File: config.mk
export PLATFORM = sky130hd
export DESIGN_NAME = snoop_controller_flat
export DESIGN_NICKNAME = d
export VERILOG_FILES = /design/src/rtl/cache_pkg.sv /design/src/rtl/snoop_controller_if.sv /design/src/rtl/snoop_resp_decode.sv /design/src/rtl/snoop_controller.sv /design/src/flat_wrapper.sv
export SDC_FILE = /design/constraint.sdc
export NUM_CORES = 1
export LEC_CHECK = 0
export ABC_AREA = 1
export BUFFER_PORTS_ARGS = -buffer_cell sky130_fd_sc_hd__buf_2
export CELL_PAD_IN_SITES_DETAIL_PLACEMENT = 2
export CELL_PAD_IN_SITES_GLOBAL_PLACEMENT = 2
export CORE_ASPECT_RATIO = 0.8
export CORE_UTILIZATION = 29
export DETAILED_ROUTE_END_ITERATION = 6
export PLACE_DENSITY_LB_ADDON = 0.3
export SLEW_MARGIN = 20
export SYNTH_ARGS = -nofsm -noshare
export SYNTH_HDL_FRONTEND = slang
export SYNTH_HIERARCHICAL = 1
export SYNTH_SLANG_ARGS = --single-unit
File: constraint.sdc
create_clock -name clk -period 3.1 [get_ports clk]
set_input_delay 0.155 -clock clk [delete_from_list [all_inputs] [get_ports clk]]
set_output_delay 0.155 -clock clk [all_outputs]
set_load 0.05 [all_outputs]
File: src/rtl/cache_pkg.sv
// cache_pkg: line-state encodings, snoop codes, response bit indices and snoop FSM states.
package cache_pkg;
  localparam logic [2:0] ST_UC = 3'b000;
  localparam logic [2:0] ST_UD = 3'b001;
  localparam logic [2:0] ST_SC = 3'b010;
  localparam logic [2:0] ST_SD = 3'b011;
  localparam logic [2:0] ST_I  = 3'b100;
  localparam logic [3:0] SN_READ_ONCE     = 4'b0000;
  localparam logic [3:0] SN_READ_SHARED   = 4'b0001;
  localparam logic [3:0] SN_READ_UNIQUE   = 4'b0111;
  localparam logic [3:0] SN_CLEAN_INVALID = 4'b1001;
  localparam logic [3:0] SN_MAKE_INVALID  = 4'b1101;
  localparam int CRRESP_W = 5;
  localparam int CR_DT = 0;
  localparam int CR_ERR = 1;
  localparam int CR_PD = 2;
  localparam int CR_IS = 3;
  localparam int CR_WU = 4;
  typedef enum logic [2:0] {IDLE, LOOKUP, RESP, DATA, UPDATE} snoop_fsm_e;
endpackage

File: src/rtl/snoop_controller_if.sv
// snoop_controller_if: AC/CR/CD snoop channel bundle between interconnect (master) and cache (slave).
interface snoop_controller_if import cache_pkg::*; #(parameter int ADDR_WIDTH = 32, parameter int DATA_WIDTH = 32);
  logic acvalid;
  logic acready;
  logic [ADDR_WIDTH-1:0] acaddr;
  logic [3:0] acsnoop;
  logic crvalid;
  logic crready;
  logic [CRRESP_W-1:0] crresp;
  logic cdvalid;
  logic cdready;
  logic [DATA_WIDTH-1:0] cddata;
  logic cdlast;
  modport master (output acvalid, acaddr, acsnoop, crready, cdready,
                  input acready, crvalid, crresp, cdvalid, cddata, cdlast);
  modport slave (input acvalid, acaddr, acsnoop, crready, cdready,
                 output acready, crvalid, crresp, cdvalid, cddata, cdlast);
endinterface

File: src/rtl/snoop_resp_decode.sv
// snoop_resp_decode: snoop response, next line state and write enable from snoop type and lookup result.
module snoop_resp_decode import cache_pkg::*; #(parameter int WIDTH_STATE = 3) (
  input  logic [3:0] acsnoop,
  input  logic hit,
  input  logic [WIDTH_STATE-1:0] state,
  output logic [CRRESP_W-1:0] crresp,
  output logic [WIDTH_STATE-1:0] new_state,
  output logic we
);
  logic valid, uniq, dirty, ro, rs, ru, ci, mi;
  assign valid = hit && state != WIDTH_STATE'(ST_I);
  assign uniq = state == WIDTH_STATE'(ST_UC) || state == WIDTH_STATE'(ST_UD);
  assign dirty = state == WIDTH_STATE'(ST_UD) || state == WIDTH_STATE'(ST_SD);
  assign ro = valid && acsnoop == SN_READ_ONCE;
  assign rs = valid && acsnoop == SN_READ_SHARED;
  assign ru = valid && acsnoop == SN_READ_UNIQUE;
  assign ci = valid && acsnoop == SN_CLEAN_INVALID;
  assign mi = valid && acsnoop == SN_MAKE_INVALID;
  assign crresp[CR_DT] = ro || rs || ru || (ci && dirty);
  assign crresp[CR_ERR] = 1'b0;
  assign crresp[CR_PD] = (rs || ru || ci) && dirty;
  assign crresp[CR_IS] = ro || rs;
  assign crresp[CR_WU] = (ro || rs || ru || ci || mi) && uniq;
  assign new_state = rs ? WIDTH_STATE'(ST_SC) : (ru || ci || mi) ? WIDTH_STATE'(ST_I) : state;
  assign we = new_state != state;
endmodule

File: src/rtl/snoop_controller.sv
// snoop_controller: accepts one AC snoop at a time, looks up the cache, answers on CR and streams the line on CD.
module snoop_controller import cache_pkg::*; #(
  parameter int WIDTH_STATE = 3,
  parameter int ADDR_WIDTH = 32,
  parameter int DATA_WIDTH = 32,
  parameter int LINE_BEATS = 4
) (
  input  logic clk,
  input  logic reset,
  snoop_controller_if.slave bus,
  input  logic cache_busy,
  output logic snoop_busy,
  output logic snoop_lookup,
  output logic [ADDR_WIDTH-1:0] snoop_addr,
  input  logic snoop_hit,
  input  logic [WIDTH_STATE-1:0] snoop_line_state,
  input  logic [DATA_WIDTH*LINE_BEATS-1:0] snoop_line_data,
  output logic snoop_state_we,
  output logic [WIDTH_STATE-1:0] snoop_new_state
);
  localparam int BW = LINE_BEATS > 1 ? $clog2(LINE_BEATS) : 1;
  localparam logic [BW-1:0] LAST = BW'(LINE_BEATS - 1);
  snoop_fsm_e fsm;
  logic [3:0] snoop_r;
  logic [DATA_WIDTH*LINE_BEATS-1:0] line_r;
  logic [CRRESP_W-1:0] crresp_r, dec_resp;
  logic [WIDTH_STATE-1:0] ns_r, dec_state;
  logic we_r, dec_we, crvalid_r, cdvalid_r;
  logic [BW-1:0] beat;
  snoop_resp_decode #(.WIDTH_STATE(WIDTH_STATE)) u_decode (
    .acsnoop(snoop_r), .hit(snoop_hit), .state(snoop_line_state),
    .crresp(dec_resp), .new_state(dec_state), .we(dec_we)
  );
  assign snoop_busy = fsm != IDLE;
  assign bus.acready = fsm == IDLE && !cache_busy;
  assign bus.crvalid = crvalid_r;
  assign bus.crresp = crresp_r;
  assign bus.cdvalid = cdvalid_r;
  assign bus.cddata = line_r[beat*DATA_WIDTH +: DATA_WIDTH];
  assign bus.cdlast = cdvalid_r && beat == LAST;
  always_ff @(posedge clk) begin
    if (reset) begin
      fsm <= IDLE;
      snoop_r <= '0;
      snoop_addr <= '0;
      line_r <= '0;
      crresp_r <= '0;
      ns_r <= '0;
      we_r <= 1'b0;
      beat <= '0;
      snoop_lookup <= 1'b0;
      crvalid_r <= 1'b0;
      cdvalid_r <= 1'b0;
      snoop_state_we <= 1'b0;
      snoop_new_state <= '0;
    end else begin
      case (fsm)
        IDLE: if (bus.acvalid && !cache_busy) begin
          snoop_addr <= bus.acaddr;
          snoop_r <= bus.acsnoop;
          snoop_lookup <= 1'b1;
          fsm <= LOOKUP;
        end
        LOOKUP: begin
          snoop_lookup <= 1'b0;
          line_r <= snoop_line_data;
          crresp_r <= dec_resp;
          ns_r <= dec_state;
          we_r <= dec_we;
          crvalid_r <= 1'b1;
          fsm <= RESP;
        end
        RESP: if (bus.crready) begin
          crvalid_r <= 1'b0;
          beat <= '0;
          cdvalid_r <= crresp_r[CR_DT];
          snoop_state_we <= !crresp_r[CR_DT] && we_r;
          snoop_new_state <= ns_r;
          fsm <= crresp_r[CR_DT] ? DATA : UPDATE;
        end
        DATA: if (bus.cdready) begin
          beat <= beat == LAST ? beat : beat + 1'b1;
          cdvalid_r <= beat != LAST;
          snoop_state_we <= beat == LAST && we_r;
          fsm <= beat == LAST ? UPDATE : DATA;
        end
        UPDATE: begin
          snoop_state_we <= 1'b0;
          fsm <= IDLE;
        end
        default: fsm <= IDLE;
      endcase
    end
  end
endmodule

File: src/flat_wrapper.sv
// flat-port wrapper written by rule: the top's interface ports become plain ports
module snoop_controller_flat import cache_pkg::*;
#(
  parameter int WIDTH_STATE = 3,
  parameter int ADDR_WIDTH = 32,
  parameter int DATA_WIDTH = 32,
  parameter int LINE_BEATS = 4
)
  (clk, reset, cache_busy, snoop_busy, snoop_lookup, snoop_addr, snoop_hit, snoop_line_state, snoop_line_data, snoop_state_we, snoop_new_state, bus_acvalid, bus_acaddr, bus_acsnoop, bus_crready, bus_cdready, bus_acready, bus_crvalid, bus_crresp, bus_cdvalid, bus_cddata, bus_cdlast);
  snoop_controller_if #(.ADDR_WIDTH(ADDR_WIDTH), .DATA_WIDTH(DATA_WIDTH)) bus_i ();
  input  logic clk;
  input  logic reset;
  input  logic cache_busy;
  output logic snoop_busy;
  output logic snoop_lookup;
  output logic [ADDR_WIDTH-1:0] snoop_addr;
  input  logic snoop_hit;
  input  logic [WIDTH_STATE-1:0] snoop_line_state;
  input  logic [DATA_WIDTH*LINE_BEATS-1:0] snoop_line_data;
  output logic snoop_state_we;
  output logic [WIDTH_STATE-1:0] snoop_new_state;
  input wire logic [$bits(bus_i.acvalid)-1:0] bus_acvalid;
  input wire logic [$bits(bus_i.acaddr)-1:0] bus_acaddr;
  input wire logic [$bits(bus_i.acsnoop)-1:0] bus_acsnoop;
  input wire logic [$bits(bus_i.crready)-1:0] bus_crready;
  input wire logic [$bits(bus_i.cdready)-1:0] bus_cdready;
  output wire logic [$bits(bus_i.acready)-1:0] bus_acready;
  output wire logic [$bits(bus_i.crvalid)-1:0] bus_crvalid;
  output wire logic [$bits(bus_i.crresp)-1:0] bus_crresp;
  output wire logic [$bits(bus_i.cdvalid)-1:0] bus_cdvalid;
  output wire logic [$bits(bus_i.cddata)-1:0] bus_cddata;
  output wire logic [$bits(bus_i.cdlast)-1:0] bus_cdlast;
  assign bus_i.acvalid = bus_acvalid;
  assign bus_i.acaddr = bus_acaddr;
  assign bus_i.acsnoop = bus_acsnoop;
  assign bus_i.crready = bus_crready;
  assign bus_i.cdready = bus_cdready;
  assign bus_acready = bus_i.acready;
  assign bus_crvalid = bus_i.crvalid;
  assign bus_crresp = bus_i.crresp;
  assign bus_cdvalid = bus_i.cdvalid;
  assign bus_cddata = bus_i.cddata;
  assign bus_cdlast = bus_i.cdlast;
  snoop_controller #(.WIDTH_STATE(WIDTH_STATE), .ADDR_WIDTH(ADDR_WIDTH), .DATA_WIDTH(DATA_WIDTH), .LINE_BEATS(LINE_BEATS)) u_core (.clk(clk), .reset(reset), .bus(bus_i), .cache_busy(cache_busy), .snoop_busy(snoop_busy), .snoop_lookup(snoop_lookup), .snoop_addr(snoop_addr), .snoop_hit(snoop_hit), .snoop_line_state(snoop_line_state), .snoop_line_data(snoop_line_data), .snoop_state_we(snoop_state_we), .snoop_new_state(snoop_new_state));
endmodule
Word-level counts from Yosys, hierarchy flattened
Index checks and enable logic that the tools add are counted.
{"block": "classes", "addsub": 1, "eq_ne": 18, "shifts": 1, "muxes": 22, "reduce_logical": 43}
{"cell": "indexed part select 128 x 8 -> 32 bit", "n": 1}
{"cell": "two-way mux 3 bit", "n": 7}
{"cell": "logical AND 1 bit", "n": 14}
{"cell": "one-hot mux 3 bit (4 select lines)", "n": 1}
{"cell": "logical OR 1 bit", "n": 11}
{"cell": "!= test 2 bit (second input constant)", "n": 5}
{"cell": "== test 3 x 2 -> 1 bit (second input constant)", "n": 3}
{"cell": "AND reduction 3 bit", "n": 3}
{"cell": "== test 4 bit (second input constant)", "n": 2}
{"cell": "AND reduction 2 bit", "n": 4}
{"cell": "== test 3 x 1 -> 1 bit (second input constant)", "n": 2}
{"cell": "zero test 3 bit", "n": 2}
{"cell": "two-way mux 1 bit", "n": 6}
{"cell": "two-way mux 2 bit", "n": 3}
{"cell": "one-hot mux 1 bit (2 select lines)", "n": 3}
{"cell": "nonzero test 2 bit", "n": 3}
{"cell": "nonzero test 3 bit", "n": 2}
{"cell": "== test 4 x 1 -> 1 bit (second input constant)", "n": 1}
{"cell": "== test 4 x 3 -> 1 bit (second input constant)", "n": 1}
{"cell": "zero test 4 bit", "n": 1}
{"cell": "one-hot mux 2 bit (2 select lines)", "n": 1}
{"cell": "AND reduction 4 bit", "n": 1}
{"cell": "== test 3 bit (second input constant)", "n": 1}
{"cell": "!= test 3 bit", "n": 1}
{"cell": "other kinds (5)", "n": 6}
{"block": "word_totals", "regBits": 184, "inputBits": 174, "out_inout_bits": 79, "word_cells": 98}

Longest topological paths before layout
{"block": "logic_depth", "word_depth": 8, "mapped_depth": 10, "depth_no_buf": 10}

Hierarchy
Netlist, hierarchy kept.
{"mod": "snoop_controller", "n_inst": 1, "cells_each": 1020, "area_each_um2": 7337.0, "seq_area_each_um2": 3703.6}
{"mod": "snoop_resp_decode", "n_inst": 1, "cells_each": 47, "area_each_um2": 230.2, "seq_area_each_um2": 0.0}

Worst setup path after synthesis
No wires, ideal clock.
{"block": "synth_path", "path_kind": "register -> output", "start": "register u_core.beat[0]", "end": "output port bus_cddata[15]", "t_arrival_ns": 1.775, "required_time_ns": 2.945, "path_slack_ns": 1.170, "path_stages_with_launch": 7, "n_path_buf": 3, "path_cell_list": "dfxtp_1 -> buf_2 -> inv_1 -> buf_2 -> clkbuf_1 -> o21ai_0 -> o22ai_1"}
{"block": "synth_between", "elab_chain_len": 1}
{"element": "from (decl)", "line_no": "snoop_controller.sv:29", "source": "logic [BW-1:0] beat;"}
{"element": "from (signal assigned)", "line_no": "snoop_controller.sv:82", "source": "beat <= beat == LAST ? beat : beat + 1'b1;"}
{"element": "indexed part select 128 x 8 -> 32 bit", "line_no": "snoop_controller.sv:39", "source": "assign bus.cddata = line_r[beat*DATA_WIDTH +: DATA_WIDTH];"}
{"element": "to (decl)", "line_no": "flat_wrapper.sv:31", "source": "output wire logic [$bits(bus_i.cddata)-1:0] bus_cddata;"}
No other way between the ends.

Final worst setup path
{"block": "layout_path", "start": "register u_core.beat[1]", "end": "output port bus_cddata[14]"}
The elaborated chain is that of the path after synthesis.

==> flow_metrics.py <==
metrics = {
    "outcome": {
        "outcome": "complete, no violations",
    },
    "layout": {
        "finish.utilization_pct": 44.03,
        "layout-area-overhead-vs-synth_pct": 48.02,
        "final_nets": 1608,
        "drive_gt1_share_pct": 21.72,
        "fill_cells": 2941,
    },
    "synthesis": {
        "ys.flop_type": "dfxtp_1",
        "post_synth.cell_area_avg_um2": 7.092,
        "synth_top_area_share_pct": 48.94,
        "async_reset_ff_share_pct": 0,
        "synthSimpleGateAreaFrac_pct": 24.55,
        "synth_cell_types": 29,
        "synth_top_family_by_area": "simple AND/OR/NAND/NOR gates",
        "syn_nets": 1242,
        "ys.warnings.count": 6,
        "ys_top_cells_by_area": "dfxtp_1, nand2_1, a21oi_1",
        "synth_compound_area_share_pct": 20.21,
        "netlist.top_cell.by_area": "dfxtp_1",
        "synth-seq-cells": 185,
        "synth.cells.most_frequent": "nand2_1, dfxtp_1, nor2_1",
        "synthAdderAreaFrac_pct": 0.1653,
        "synth_mux_area_share_pct": 0,
        "synth-edff-count": 0,
        "syn_inst": 1067,
        "synthXorXnorAreaFrac_pct": 0,
        "synth_most_common_cell": "nand2_1",
        "syn_area_um2": 7567,
        "seq_area_frac_synth_pct": 48.94,
    },
    "placed_design": {
        "place_ws_ns": 1.042,
        "routabilityCongestion": 0.7953,
        "dp_hpwl_um": 19200,
        "port_buffers": 252,
    },
    "clock_network": {
        "htreeDepth": 4,
        "clk_pin_slew_ns": 0.07,
        "tritoncts": "yes",
        "numCtsBuffers": 17,
        "cts_sinks": 185,
        "insertion_delay_ns": 0.44,
        "clock_tree.root_cell": "clkbuf_16",
        "ctsResizeCount": 0,
        "clockBufferDepth": 2,
    },
    "floorplan": {
        "die_h_um": 146.5,
        "dieArea_um2": 26750,
        "rows": 52,
        "ios": 253,
        "die_w_um": 182.6,
        "initial_core_util_pct": 29.75,
        "core_region_area_um2": 25440,
    },
    "global_route": {
        "grt_pass1_wl_um": 55880,
        "grt_pass1_vias": 10120,
        "antenna_found_initial": 3,
        "grt_max_degree": 143,
        "grt_usage_pct": 26.95,
        "globalRouteOverflowTotal": 0,
    },
    "detailed_routing": {
        "ant_nets": 0,
        "wirelength_um": 35720,
        "met2WireLength_um": 18450,
        "top_layer_used": "met4",
        "viasPerCell": 4.882,
        "first_pass_iters": 4,
        "drc": 0,
        "wl_met1_um": 14880,
        "dr_wl_met3_um": 1467,
        "drt_iter0_markers": 377,
        "avgRoutedWirePerCell_um": 19.84,
        "vias": 8787,
    },
    "timing": {
        "relSlewSlack_pct": 28.55,
        "finalHoldViolCount": 0,
        "fin_skew_ns": 0.01341,
        "worst_slack_ns": 0.3799,
        "fmax_mhz": 367.6,
        "fin_tns_setup_ns": 0,
        "grt_setup_unrepaired": "no",
        "fin_crit_ns": 2.720,
        "maxSlewViolCount": 0,
        "setup_viol": 0,
        "tightest_slew_ns": 1.072,
        "timing.hold.ws_ns": 0.008374,
        "finalCritPeriodShare_pct": 87.75,
    },
    "setup_path": {
        "cp_max_fo": 20,
        "required_ns": 2.94,
        "ff2ff_path_depth": 5,
        "cp-start-kind": "flip-flop",
        "crit_start": "u_core/beat[1]$_SDFFE_PP0P_",
        "r2r_slack_ns": 1.08,
        "worstSetupPathType": "reg -> out",
        "endpoint_kind": "output port",
        "r2r_end": "u_core/line_r[56]$_SDFFE_PP0P_",
        "timing.rr.start": "u_core/fsm[0]$_SDFFE_PP0P_",
        "endpoint": "bus_cddata[14]",
        "cp.arrival_ns": 2.57,
    },
    "worst_hold_path": {
        "worstHoldStart": "snoop_line_data[36]",
        "holdCritPathClass": "in -> reg",
    },
    "flow_run": {
        "maxCapViolations": 0,
    },
    "power_and_ir_drop": {
        "p_leak_nw": 4.775,
        "p_per_area_nw_per_um2": 601.5,
        "peakVddDrop_v": 0.0004038,
    },
}
==> logic make-up (layout without fill, tap and decap cells) <==
group | after synthesis | in the layout
simple gates | 483 | 483
fa+ha+maj | 1 | 1
buf+inv | 104 | 483
flops | 185 | 185
compound gates | 293 | 293
other cells | 1 | 4
==> worst max-delay path, cell delays in order, from the launching register on <==
cell,delay (ns)
dfxtp_1,0.49
inv_1,0.41
buf_4,0.36
o21ai_0,0.23
o22ai_1,0.30
buf_2,0.32
==> timing repair <==
item,in CTS,in global routing
hold buffers,157,2
setup buffers,0,0
endpoints found under the hold margin,157,2
==> flip-flops by register name, indices dropped and copies added, names as in the netlist <==
register / cells
u_core/beat: 2
u_core/bus.cdvalid: 1
u_core/bus.crresp: 5
u_core/bus.crvalid: 1
u_core/fsm: 3
u_core/line_r: 128
u_core/ns_r: 3
u_core/snoop_addr: 32
u_core/snoop_lookup: 1
u_core/snoop_new_state: 3
u_core/snoop_r: 4
u_core/snoop_state_we: 1
u_core/we_r: 1
==> worst min-delay path by stage <==
stage,slack [ns],cells past startpoint,to
2_1_floorplan,0.30,2,u_core/line_r[100]$_SDFFE_PP0P_
3_3_place_gp,0.39,3,u_core/snoop_addr[2]$_SDFFE_PP0P_
3_5_place_dp,0.40,3,u_core/snoop_addr[16]$_SDFFE_PP0P_
4_1_cts,0.001,3,u_core/line_r[70]$_SDFFE_PP0P_
5_1_grt,0.00008,3,u_core/line_r[20]$_SDFFE_PP0P_
6_report,0.008,3,u_core/line_r[36]$_SDFFE_PP0P_
==> metrics by stage <==
step | std cells | power [W] | cell area [µm²]
2_1_floorplan | 1067 | 0.003938 | 7567
3_3_place_gp | 1606 | 0.004387 | 9056
3_5_place_dp | 1606 | 0.004438 | 9056
4_1_cts | 1795 | 0.006720 | 11170
5_1_grt | 1800 | 0.007071 | 11200
6_report | 1800 | 0.006737 | 11200
==> cells in the final DEF, fill, tap and decap left out, drive strengths merged <==
| master | count |
|---|---|
| nand2 | 305 |
| buf | 264 |
| dfxtp | 185 |
| nor2 | 166 |
| dlygate4sd3 | 159 |
| a21oi | 145 |
| o21ai | 110 |
| o22ai | 32 |
| inv | 32 |
| clkbuf | 18 |
| nand3 | 9 |
| clkinvlp | 7 |
| a21boi | 4 |
| diode | 3 |
| clkinv | 3 |
| nand4 | 2 |
| a21o | 1 |
| nor3 | 1 |
| ha | 1 |
| o211ai | 1 |
| conb | 1 |
==> final cells by class <==
type	instances	area, µm²	share of cell area, %
sequential	185	3705	33.08
multi-input combinational	778	3411	30.45
timing repair buffer	423	2983	26.63
tap	351	439.2	3.921
clock buffer	18	429.2	3.832
clock inverter	14	116.4	1.039
inverter	28	110.1	0.9830
antenna	3	7.507	0.06702
==> metal layers <==
metal,vias to the layer above,GRT usage (%)
met4,0,10.38
met2,218,49.06
met5,-,0
met1,4313,30.71
li1,4196,-
met3,60,5.538
==> power breakdown <==
part	internal, W	total (W)	switching (W)
logic	0.000571	0.00182	0.00125
registers	0.00264	0.00280	0.000164
clock network	0.00105	0.00211	0.00107
total	0.00425	0.00674	0.00248
Power figures use the tool's default switching activity.
